File: config.mk
export PLATFORM = sky130hd
export DESIGN_NAME = uart_bus_ctrl
export DESIGN_NICKNAME = d
export VERILOG_FILES = /design/src/rtl/uart_bus_ctrl.sv
export SDC_FILE = /design/constraint.sdc
export NUM_CORES = 1
export LEC_CHECK = 0
export CAP_MARGIN = 5
export CORE_MARGIN = 5
export CORE_UTILIZATION = 44
export CTS_BUF_LIST = sky130_fd_sc_hd__clkbuf_8
export CTS_CLUSTER_SIZE = 25
export DETAILED_ROUTE_END_ITERATION = 7
export GPL_TIMING_DRIVEN = 0
export PLACE_DENSITY = 0.81
export SLEW_MARGIN = 10
export SYNTH_ARGS = -nofsm -noshare
export SYNTH_HDL_FRONTEND = slang
export SYNTH_SLANG_ARGS = --single-unit
File: constraint.sdc
create_clock -name clk -period 5.5 [get_ports clk]
set_clock_uncertainty 0.1 [all_clocks]
set_input_delay 1.1 -clock clk [delete_from_list [all_inputs] [get_ports clk]]
set_output_delay 1.1 -clock clk [all_outputs]
set_load 0.005 [all_outputs]
File: src/rtl/uart_bus_ctrl.sv
// uart_bus_ctrl: MEM-stage responder that drives the on-board UART through its
// rdn/wrn strobe protocol over the low byte of the shared Ram1 data bus.
// Single-word byte writes, data reads and status reads are supported; Ram1 is
// held disabled while this block owns the bus.
// Optional build macro: UART_RXBUF_EN adds a 4-entry receive FIFO that drains
// the UART autonomously while no request is pending.
module uart_bus_ctrl #(
  parameter int SETUP_CYCLES = 1,
  parameter int PULSE_CYCLES = 2
) (
  input  logic        clk,
  input  logic        rst,
  input  logic        req_i,
  input  logic        we_i,
  input  logic        stat_i,
  input  logic [7:0]  wdata_i,
  output logic [15:0] rdata_o,
  output logic        ack_o,
  output logic        busy_o,
  input  logic        data_ready,
  input  logic        tbre,
  input  logic        tsre,
  output logic        wrn,
  output logic        rdn,
  output logic [7:0]  bus_data_o,
  output logic        bus_oe_o,
  input  logic [7:0]  bus_data_i,
  output logic        ram1_dis_o
);

  localparam int MAX_CYC = (SETUP_CYCLES > PULSE_CYCLES) ? SETUP_CYCLES : PULSE_CYCLES;
  localparam int CNT_W   = $clog2(MAX_CYC + 1);
  localparam logic [CNT_W-1:0] SETUP_LOAD = CNT_W'(SETUP_CYCLES - 1);
  localparam logic [CNT_W-1:0] PULSE_LOAD = CNT_W'(PULSE_CYCLES - 1);
  localparam logic [CNT_W-1:0] CNT_ONE    = CNT_W'(1);

  typedef enum logic [2:0] {
    S_IDLE,
    S_WR_SETUP,
    S_WR_PULSE,
    S_WR_TBRE,
    S_WR_TSRE,
    S_RD_WAIT,
    S_RD_PULSE,
    S_DONE
  } state_e;

  // Synchroniser chains for the asynchronous UART status pins
  logic [1:0] dr_ff_q, dr_ff_d;
  logic [1:0] tbre_ff_q, tbre_ff_d;
  logic [1:0] tsre_ff_q, tsre_ff_d;
  logic       dr_sync, tbre_sync, tsre_sync;
  logic       rx_avail;

  // FSM state and registered outputs
  state_e           state_q, state_d;
  logic [CNT_W-1:0] cnt_q, cnt_d;
  logic             wrn_q, wrn_d;
  logic             rdn_q, rdn_d;
  logic             bus_oe_q, bus_oe_d;
  logic             ram1_dis_q, ram1_dis_d;
  logic             ack_q, ack_d;
  logic             busy_q, busy_d;
  logic [15:0]      rdata_q, rdata_d;
  logic [7:0]       bus_data_q, bus_data_d;

`ifdef UART_RXBUF_EN
  logic [7:0] fifo_mem_q [4];
  logic       fifo_push, fifo_pop;
  logic [1:0] wr_ptr_q, wr_ptr_d;
  logic [1:0] rd_ptr_q, rd_ptr_d;
  logic [2:0] fifo_cnt_q, fifo_cnt_d;
  logic       auto_q, auto_d;
`endif

  // Next value of each synchroniser chain: shift the raw pin in at the bottom
  always_comb begin
    dr_ff_d   = {dr_ff_q[0], data_ready};
    tbre_ff_d = {tbre_ff_q[0], tbre};
    tsre_ff_d = {tsre_ff_q[0], tsre};
  end

  // Two-flop synchronisers, cleared by reset
  always_ff @(posedge clk or negedge rst) begin
    if (!rst) begin
      dr_ff_q   <= 2'b00;
      tbre_ff_q <= 2'b00;
      tsre_ff_q <= 2'b00;
    end else begin
      dr_ff_q   <= dr_ff_d;
      tbre_ff_q <= tbre_ff_d;
      tsre_ff_q <= tsre_ff_d;
    end
  end

  assign dr_sync   = dr_ff_q[1];
  assign tbre_sync = tbre_ff_q[1];
  assign tsre_sync = tsre_ff_q[1];

`ifdef UART_RXBUF_EN
  assign rx_avail = dr_sync | (fifo_cnt_q != 3'd0);
`else
  assign rx_avail = dr_sync;
`endif

  // Next-state and next-output logic; outputs are computed for the state being entered
  always_comb begin
    state_d    = state_q;
    cnt_d      = cnt_q;
    wrn_d      = wrn_q;
    rdn_d      = rdn_q;
    bus_oe_d   = bus_oe_q;
    ram1_dis_d = ram1_dis_q;
    ack_d      = 1'b0;
    rdata_d    = rdata_q;
    bus_data_d = bus_data_q;
`ifdef UART_RXBUF_EN
    fifo_push  = 1'b0;
    fifo_pop   = 1'b0;
    auto_d     = auto_q;
    wr_ptr_d   = wr_ptr_q;
    rd_ptr_d   = rd_ptr_q;
    fifo_cnt_d = fifo_cnt_q;
`endif

    case (state_q)
      S_IDLE: begin
        if (req_i) begin
          if (we_i) begin
            bus_data_d = wdata_i;
            state_d    = S_WR_SETUP;
            cnt_d      = SETUP_LOAD;
            bus_oe_d   = 1'b1;
            ram1_dis_d = 1'b1;
          end else if (stat_i) begin
            rdata_d = {14'b0, rx_avail, tbre_sync & tsre_sync};
            state_d = S_DONE;
            ack_d   = 1'b1;
          end else begin
`ifdef UART_RXBUF_EN
            if (fifo_cnt_q != 3'd0) begin
              // Buffered byte: answer without touching the bus
              rdata_d  = {8'h00, fifo_mem_q[rd_ptr_q]};
              fifo_pop = 1'b1;
              state_d  = S_DONE;
              ack_d    = 1'b1;
            end else begin
              state_d    = S_RD_WAIT;
              ram1_dis_d = 1'b1;
            end
`else
            state_d    = S_RD_WAIT;
            ram1_dis_d = 1'b1;
`endif
          end
        end
`ifdef UART_RXBUF_EN
        else if (dr_sync && (fifo_cnt_q != 3'd4)) begin
          // Nobody is asking: drain the UART into the FIFO
          state_d    = S_RD_PULSE;
          cnt_d      = PULSE_LOAD;
          rdn_d      = 1'b0;
          ram1_dis_d = 1'b1;
          auto_d     = 1'b1;
        end
`endif
      end

      S_WR_SETUP: begin
        if (cnt_q == '0) begin
          state_d = S_WR_PULSE;
          cnt_d   = PULSE_LOAD;
          wrn_d   = 1'b0;
        end else begin
          cnt_d = cnt_q - CNT_ONE;
        end
      end

      S_WR_PULSE: begin
        if (cnt_q == '0) begin
          state_d  = S_WR_TBRE;
          wrn_d    = 1'b1;
          bus_oe_d = 1'b0;
        end else begin
          cnt_d = cnt_q - CNT_ONE;
        end
      end

      S_WR_TBRE: begin
        if (tbre_sync) begin
          state_d = S_WR_TSRE;
        end
      end

      S_WR_TSRE: begin
        if (tsre_sync) begin
          state_d    = S_DONE;
          ack_d      = 1'b1;
          ram1_dis_d = 1'b0;
        end
      end

      S_RD_WAIT: begin
        if (dr_sync) begin
          state_d = S_RD_PULSE;
          cnt_d   = PULSE_LOAD;
          rdn_d   = 1'b0;
        end
      end

      S_RD_PULSE: begin
        if (cnt_q == '0) begin
          rdn_d      = 1'b1;
          ram1_dis_d = 1'b0;
`ifdef UART_RXBUF_EN
          if (auto_q) begin
            fifo_push = 1'b1;
            auto_d    = 1'b0;
            state_d   = S_IDLE;
          end else begin
            rdata_d = {8'h00, bus_data_i};
            state_d = S_DONE;
            ack_d   = 1'b1;
          end
`else
          rdata_d = {8'h00, bus_data_i};
          state_d = S_DONE;
          ack_d   = 1'b1;
`endif
        end else begin
          cnt_d = cnt_q - CNT_ONE;
        end
      end

      S_DONE: begin
        state_d    = S_IDLE;
        wrn_d      = 1'b1;
        rdn_d      = 1'b1;
        bus_oe_d   = 1'b0;
        ram1_dis_d = 1'b0;
      end

      default: begin
        state_d    = S_IDLE;
        wrn_d      = 1'b1;
        rdn_d      = 1'b1;
        bus_oe_d   = 1'b0;
        ram1_dis_d = 1'b0;
      end
    endcase

`ifdef UART_RXBUF_EN
    // Push and pop never coincide: push happens only in RD_PULSE, pop only in IDLE
    if (fifo_push) begin
      wr_ptr_d   = wr_ptr_q + 2'd1;
      fifo_cnt_d = fifo_cnt_q + 3'd1;
    end
    if (fifo_pop) begin
      rd_ptr_d   = rd_ptr_q + 2'd1;
      fifo_cnt_d = fifo_cnt_q - 3'd1;
    end
`endif

    busy_d = (state_d != S_IDLE);
  end

  // FSM register: state, counter and every registered output
  always_ff @(posedge clk or negedge rst) begin
    if (!rst) begin
      state_q    <= S_IDLE;
      cnt_q      <= '0;
      wrn_q      <= 1'b1;
      rdn_q      <= 1'b1;
      bus_oe_q   <= 1'b0;
      ram1_dis_q <= 1'b0;
      ack_q      <= 1'b0;
      busy_q     <= 1'b0;
      rdata_q    <= 16'h0000;
      bus_data_q <= 8'h00;
    end else begin
      state_q    <= state_d;
      cnt_q      <= cnt_d;
      wrn_q      <= wrn_d;
      rdn_q      <= rdn_d;
      bus_oe_q   <= bus_oe_d;
      ram1_dis_q <= ram1_dis_d;
      ack_q      <= ack_d;
      busy_q     <= busy_d;
      rdata_q    <= rdata_d;
      bus_data_q <= bus_data_d;
    end
  end

`ifdef UART_RXBUF_EN
  // FIFO bookkeeping; reset empties the buffer
  always_ff @(posedge clk or negedge rst) begin
    if (!rst) begin
      wr_ptr_q   <= 2'd0;
      rd_ptr_q   <= 2'd0;
      fifo_cnt_q <= 3'd0;
      auto_q     <= 1'b0;
    end else begin
      wr_ptr_q   <= wr_ptr_d;
      rd_ptr_q   <= rd_ptr_d;
      fifo_cnt_q <= fifo_cnt_d;
      auto_q     <= auto_d;
    end
  end

  // FIFO storage captures the bus byte at the end of an autonomous read pulse
  always_ff @(posedge clk) begin
    if (fifo_push) begin
      fifo_mem_q[wr_ptr_q] <= bus_data_i;
    end
  end
`endif

  assign wrn        = wrn_q;
  assign rdn        = rdn_q;
  assign bus_oe_o   = bus_oe_q;
  assign ram1_dis_o = ram1_dis_q;
  assign ack_o      = ack_q;
  assign busy_o     = busy_q;
  assign rdata_o    = rdata_q;
  assign bus_data_o = bus_data_q;

endmodule

## Word level (Yosys, flattened, before mapping)

Index checks and enable logic that the tools add are counted.

- Register bits: 41
- Output and inout bits: 30

- $add $sub $neg: 1
- Equal/unequal tests: 18
- Mux-type cells: 40
- Bitwise operators: 1
- Reductions and logical operators: 17

Operators with widths:

| cell | number |
|---|---|
| $mux 16 | 4 |
| $pmux 16 s2 | 1 |
| $mux 3 | 8 |
| $pmux 3 s8 | 1 |
| $ne 2x2->1 const B | 10 |
| $reduce_and 5->1 | 3 |
| $mux 1 | 14 |
| $eq 3x3->1 const B | 4 |
| $mux 2 | 6 |
| $pmux 1 s3 | 4 |
| $reduce_bool 3->1 | 4 |
| $reduce_and 3->1 | 3 |
| $pmux 2 s4 | 1 |
| $reduce_bool 4->1 | 2 |
| $eq 3x2->1 const B | 2 |
| $pmux 1 s4 | 1 |
| $reduce_and 4->1 | 1 |
| $eq 3x1->1 const B | 1 |
| $logic_not 3->1 | 1 |
| $ne 3x3->1 const B | 1 |
| $logic_not 2->1 | 1 |
| $reduce_bool 2->1 | 1 |
| $reduce_or 2->1 | 1 |
| $sub 2x1->2 const B | 1 |
| $and 1x1->1 | 1 |

## Longest topological paths before layout

Gate-level depths: netlist (run 1).

- Depth after elaboration: 5
- Mapped depth: 7
- Mapped depth without buffers: 6

## Least setup slack after synthesis (run 1)

No wires, ideal clock.

- Path type: input -> register
- Start: input port req_i
- End: register cnt_q[0]
- Library setup time: 0.126 ns
- Arrival time: 1.971 ns
- Data required time: 5.274 ns
- Setup slack: 3.304 ns
- Cell stages on the path: 4
- Path buffers: 0
- Cells stage by stage: nor4b_4 > nand2_4 > o211a_1 > a221o_1

- Cells in the longest elaborated chain, start to end: 2

RTL lines:

| what | RTL line | text |
|---|---|---|
| from (decl) | 13 | `input logic req_i,` |
| $ne 2x2->1 (no source line) | - |  |
| $reduce_and 5->1 (no source line) | - |  |
| to (signal assigned) | 282 | `cnt_q <= cnt_d;` |
| to (decl) | 57 | `logic [CNT_W-1:0] cnt_q, cnt_d;` |

No other way between the ends.
A chain may end at the register's enable or synchronous reset.

## Worst setup path in the final report (run 1)

Ends and elaborated chain as after synthesis.

==> results of run 1 <==
power breakdown:
part	internal [mW]	switching, mW
Clock	0.135	0.0962
Sequential	0.342	0.0656
Combinational	0.294	0.243
Total	0.771	0.405
layer usage:
layer / vias up / GRT usage, %
met2: 55 / 26.6
met5: - / 0
met1: 601 / 17.7
met3: 8 / 7.83
met4: 0 / 6.38
li1: 599 / -
Yosys cell counts (3+ instances only):
cell,number,area [µm²]
o21ai_0,6,30.0
nor2b_1,4,25.0
nand2b_1,3,18.8
dfrtp_1,31,776
a21oi_1,9,45.0
ha_1,3,37.5
buf_2,3,15.0
buf_4,9,67.6
inv_1,7,26.3
nand2_1,12,45.0
nor2_1,6,22.5
mux2_2,10,113
a31oi_1,3,18.8
nand3_1,8,40.0
nor3_1,5,25.0
flip-flops by register name (all words and copies together), names as in the netlist, 2 cells and up:
signal,flops
cnt_q,2
tbre_ff_q,2
rdata_o,8
tsre_ff_q,2
state_q,3
dr_ff_q,2
bus_data_o,8
final timing paths:
kind / endpoint / slack [ns] / start
min in group asynchronous: ack_o$_DFF_PN0_ / 0.75 / rst
worst max-delay path: cnt_q[0]$_DFFE_PN0P_ / 2.85 / req_i
max in group asynchronous: rdata_o[0]$_DFFE_PN0P_ / 4.09 / rst
worst min-delay path: tsre_ff_q[1]$_DFF_PN0_ / 0.25 / tsre_ff_q[0]$_DFF_PN0_
worst max register to register: busy_o$_DFF_PN0_ / 3.41 / cnt_q[0]$_DFFE_PN0P_
worst min register to register: tsre_ff_q[1]$_DFF_PN0_ / 0.25 / tsre_ff_q[0]$_DFF_PN0_
final cells by class:
cell class	instances	area [µm²]	area share (%)
buffer	14	97.6	4.41
clock buffer	5	68.8	3.11
clock inverter	3	46.3	2.09
inverter	7	26.3	1.19
multi-input combinational	96	644	29.1
sequential	33	828	37.4
tap	46	57.6	2.60
timing repair buffer	45	445	20.1
logic make-up after synthesis:
kind of cell	Yosys count	synth area share (%)
adders and majority gates	3	2.39
AOI/OAI and AO/OA	27	10.8
muxes	14	10.6
DFF	33	52.7
and+or+nand+nor	44	15.4
buffers and inverters	21	7.89
other	1	0.239
worst max-delay path: stages:
cell and delay [ns]:
clkdlybuf4s50_1 0.54, nor4b_4 0.41, nand2_4 0.17, o211a_1 0.20, a221o_1 0.31
==> flow_summary.json, run 1 <==
{
  "place.port_buffers": 45,
  "most-common-layout-cells": "clkdlybuf4s50_1, dfrtp_1, nand2_1",
  "hold_viol_final": 0,
  "pwr_density_cell_mw_per_mm2": 531,
  "start_util_pct": 46.3,
  "path_clk_slew_ns": 0.07,
  "cp-start-kind": "input port",
  "final.fill_count": 270,
  "final_cell_area_mm2": 0.00221,
  "hpwl_um": 2770,
  "yosysSeqAreaShare_pct": 52.7,
  "end_kind": "flop",
  "async_flop_share_pct": 100,
  "area_growth_pct": 41.0,
  "finalNonFillerCells": 249,
  "ys_seq_elements": 33,
  "antenna_found_initial": 0,
  "fin_crit_ns": 2.65,
  "firstDrtPassIters": 4,
  "first_iter_violations": 92,
  "dieWidth_um": 69.7,
  "whs_ns": 0.254,
  "post-place-ws_ns": 2.56,
  "fmax_ghz": 0.377,
  "post-cts-setup-buffers": 0,
  "place_congestion": 0.889,
  "die_y_um": 69.7,
  "min_delay_path_depth": 0,
  "worst_slew_pin_slew_ns": 0.707,
  "tns_ns": 0,
  "dr_wl_met2_um": 1860,
  "path_max_fanout": 9,
  "vias": 1263,
  "holdCritPathClass": "flop to flop",
  "antenna-diode-count": 0,
  "required_ns": 5.58,
  "overflow": 0,
  "max_cap_viol_count": 0,
  "synth-edff-count": 0,
  "setup_slack_ns": 2.85,
  "r2r_cells": 7,
  "peakVddDrop_uv": 311,
  "dp.cells": 241,
  "avgSynthCellArea_um2": 11.0,
  "cts_root_buffer": "clkbuf_8",
  "grt_max_degree": 34,
  "hold_buffers": 0,
  "wirelength_um": 3810,
  "synth_cell_types": 35,
  "numCtsBuffers": 5,
  "setup_violations": 0,
  "row_count": 21,
  "fp.coreArea_mm2": 0.00339,
  "fin_crit_sh_pct": 48.2,
  "fin_nets": 229,
  "die-area_mm2": 0.00486,
  "synthCells": 143,
  "cts_tree": "yes",
  "met3_length_um": 383,
  "grt_pass1_wl_um": 6200,
  "slew_headroom_pct": 52.9,
  "slew_violations": 0,
  "synthFlopType": "dfrtp_1",
  "final_antenna_net_count": 0,
  "worstSkewPairLatency_ns": 0.29,
  "leakagePower_nw": 0.996,
  "clockBufferDepth": 2,
  "wire_per_inst_um": 15.3,
  "wirelength_met1_um": 1490,
  "p_total_mw": 1.18,
  "routed.top_layer": "met4",
  "rsz0062_at_grt": "no",
  "ctsResizeCount": 0,
  "grtUsageTotal_pct": 16.1,
  "final_common_cell": "clkdlybuf4s50_1",
  "utilization_pct": 65.3,
  "postPlaceCellArea_mm2": 0.00210,
  "status": "complete, no violations",
  "ioPinCount": 54,
  "via_per_inst": 5.07,
  "htree_levels": 2,
  "drc": 0,
  "arrival_ns": 2.73,
  "cts_sinks": 33,
  "synth.cell_area_mm2": 0.00157,
  "grt_pass1_vias": 1348,
  "crit_type": "input port to flop",
  "yosysWarningCount": 0,
  "drive_gt1_share_pct": 18.7
}
Power figures use the tool's default switching activity.
==> run 2, diff against run 1 <==
--- a/config.mk
+++ b/config.mk
@@ -7,7 +7,7 @@
 export LEC_CHECK = 0
 export CAP_MARGIN = 5
 export CORE_MARGIN = 5
-export CORE_UTILIZATION = 44
+export CORE_UTILIZATION = 42
 export CTS_BUF_LIST = sky130_fd_sc_hd__clkbuf_8
 export CTS_CLUSTER_SIZE = 25
 export DETAILED_ROUTE_END_ITERATION = 7
==> constraint.sdc (replaced) <==
create_clock -name clk -period 2.4 [get_ports clk]
set_clock_uncertainty 0.1 [all_clocks]
set_input_delay 0.48 -clock clk [delete_from_list [all_inputs] [get_ports clk]]
set_output_delay 0.48 -clock clk [all_outputs]
set_load 0.005 [all_outputs]
==> run 2 against run 1 <==
Die area rose by 4.1%. Sequential share of layout area rose by 0.51 points. Wire length fell by 12%. Sequential power rose by 130%. Clock-buffer cell count did not move. Total power rose by 110%. Cell count rose by 0.80%. Global-route usage fell by 2.0 points. Register-to-register slack got worse by 3.1 ns. Worst hold slack got worse by 0.11 ns. Critical path type is now flop to flop. Critical endpoint is now busy_o$_DFF_PN0_. Largest cell class unchanged. Highest routed layer unchanged.
==> flow_summary.json, run 2 (synthesis gave the netlist of run 1 again) <==
{
  "status": "complete, no violations",
  "most-common-layout-cells": "clkdlybuf4s50_1, dfrtp_1, nand2_1",
  "grt_pass1_vias": 1204,
  "pwr_density_cell_mw_per_mm2": 1150,
  "drc": 0,
  "postPlaceCellArea_mm2": 0.00210,
  "fin_crit_ns": 2.05,
  "hold_buffers": 0,
  "vias": 1244,
  "area_growth_pct": 39.1,
  "final_common_cell": "clkdlybuf4s50_1",
  "numCtsBuffers": 5,
  "r2r-start": "cnt_q[0]$_DFFE_PN0P_",
  "start_util_pct": 43.2,
  "firstDrtPassIters": 5,
  "overflow": 0,
  "clockBufferDepth": 2,
  "startpoint": "cnt_q[0]$_DFFE_PN0P_",
  "ctsResizeCount": 0,
  "fin_nets": 229,
  "p_total_mw": 2.52,
  "antenna_found_initial": 0,
  "dp.cells": 243,
  "die_y_um": 71.1,
  "wirelength_um": 3350,
  "final_cell_area_mm2": 0.00218,
  "worst_slew_pin_slew_ns": 0.720,
  "final_antenna_net_count": 0,
  "post-cts-setup-buffers": 0,
  "finalNonFillerCells": 251,
  "leakagePower_nw": 0.991,
  "wire_per_inst_um": 13.4,
  "die-area_mm2": 0.00506,
  "cp-start-kind": "flop",
  "crit_type": "flop to flop",
  "place_congestion": 0.890,
  "first_iter_violations": 124,
  "worst_r2r_endpoint": "busy_o$_DFF_PN0_",
  "fp.coreArea_mm2": 0.00363,
  "holdCritPathClass": "input port to asynchronous set/reset pin",
  "row_count": 22,
  "fmax_ghz": 0.488,
  "antenna-diode-count": 0,
  "htree_levels": 2,
  "dieWidth_um": 71.1,
  "setup_violations": 0,
  "tns_ns": 0,
  "drive_gt1_share_pct": 18.2,
  "r2r_cells": 7,
  "arrival_ns": 2.12,
  "grt_max_degree": 34,
  "ioPinCount": 54,
  "crit_path_end": "busy_o$_DFF_PN0_",
  "r2r_setup_slack_ns": 0.35,
  "cts_tree": "yes",
  "grtUsageTotal_pct": 14.1,
  "via_per_inst": 4.96,
  "fin_crit_sh_pct": 85.4,
  "utilization_pct": 60.1,
  "slew_violations": 0,
  "peakVddDrop_uv": 721,
  "place.port_buffers": 45,
  "rsz0062_at_grt": "no",
  "required_ns": 2.47,
  "worstSkewPairLatency_ns": 0.29,
  "hold_viol_final": 0,
  "path_max_fanout": 9,
  "end_kind": "flop",
  "final.fill_count": 312,
  "path_clk_slew_ns": 0.07,
  "slew_headroom_pct": 52.0,
  "grt_pass1_wl_um": 5580,
  "cts_root_buffer": "clkbuf_8",
  "hpwl_um": 2470,
  "cts_sinks": 33,
  "max_cap_viol_count": 0
}
[run 2: cell types whose count changed in the layout (fill, tap and decap cells not counted)]
cell        delta
clkinv_2       +2
bufinv_16      -1
clkinv_4       -1
clkinvlp_4     -1
inv_1          +1
[run 2: cell type report]
cell class / count / area (µm²) / area share (%)
Sequential cell: 33 / 828 / 37.9
Multi-Input combinational cell: 96 / 644 / 29.5
Timing Repair Buffer: 45 / 445 / 20.4
Buffer: 14 / 97.6 / 4.47
Clock buffer: 5 / 68.8 / 3.15
Tap cell: 48 / 60.1 / 2.75
Inverter: 7 / 26.3 / 1.20
Clock inverter: 3 / 13.8 / 0.630
[run 2: worst min-delay path by stage]
stage                                     from                    to  slack (ns)
final                                      rst  state_q[1]$_DFF_PN0_        0.14
after global routing                       rst  state_q[1]$_DFF_PN0_        0.21
after CTS                                  rst  state_q[1]$_DFF_PN0_        0.17
after detailed placement  dr_ff_q[0]$_DFF_PN0_  dr_ff_q[1]$_DFF_PN0_        0.24
after global placement    dr_ff_q[0]$_DFF_PN0_  dr_ff_q[1]$_DFF_PN0_        0.23
after floorplan                            rst       ack_o$_DFF_PN0_        0.08
[run 2: per-layer routing]
metal / track usage (%) / vias to the layer above / routed length, µm / share of wire, %
met1: 18.1 / 594 / 1390 / 42
met3: 7.81 / 6 / 337 / 10
li1: - / 599 / - / -
met2: 19.8 / 45 / 1580 / 47
met4: 5.43 / 0 / 38 / 1.1
met5: 0 / - / 0 / 0
[run 2: per-stage QoR]
stage,setup slack [ns],hold WS (ns)
global route,0.219,0.205
CTS,0.344,0.165
finish,0.351,0.141
global placement,0.0944,0.233
detailed placement,0.0910,0.236
floorplan,0.577,0.0844
[run 2: critical path, cell delays in order (launching register included)]
cell     delay, ns
dfrtp_1       0.44
inv_1         0.11
ha_1          0.14
buf_2         0.18
nor2b_1       0.26
a21oi_1       0.09
a221o_1       0.33
or3_1         0.30
[run 2: where the power goes]
| group | internal (mW) | switching [mW] | leakage [nW] |
|---|---|---|---|
| sequential | 0.783 | 0.138 | 0.398 |
| combinational | 0.672 | 0.528 | 0.543 |
| clock | 0.196 | 0.200 | 0.0491 |
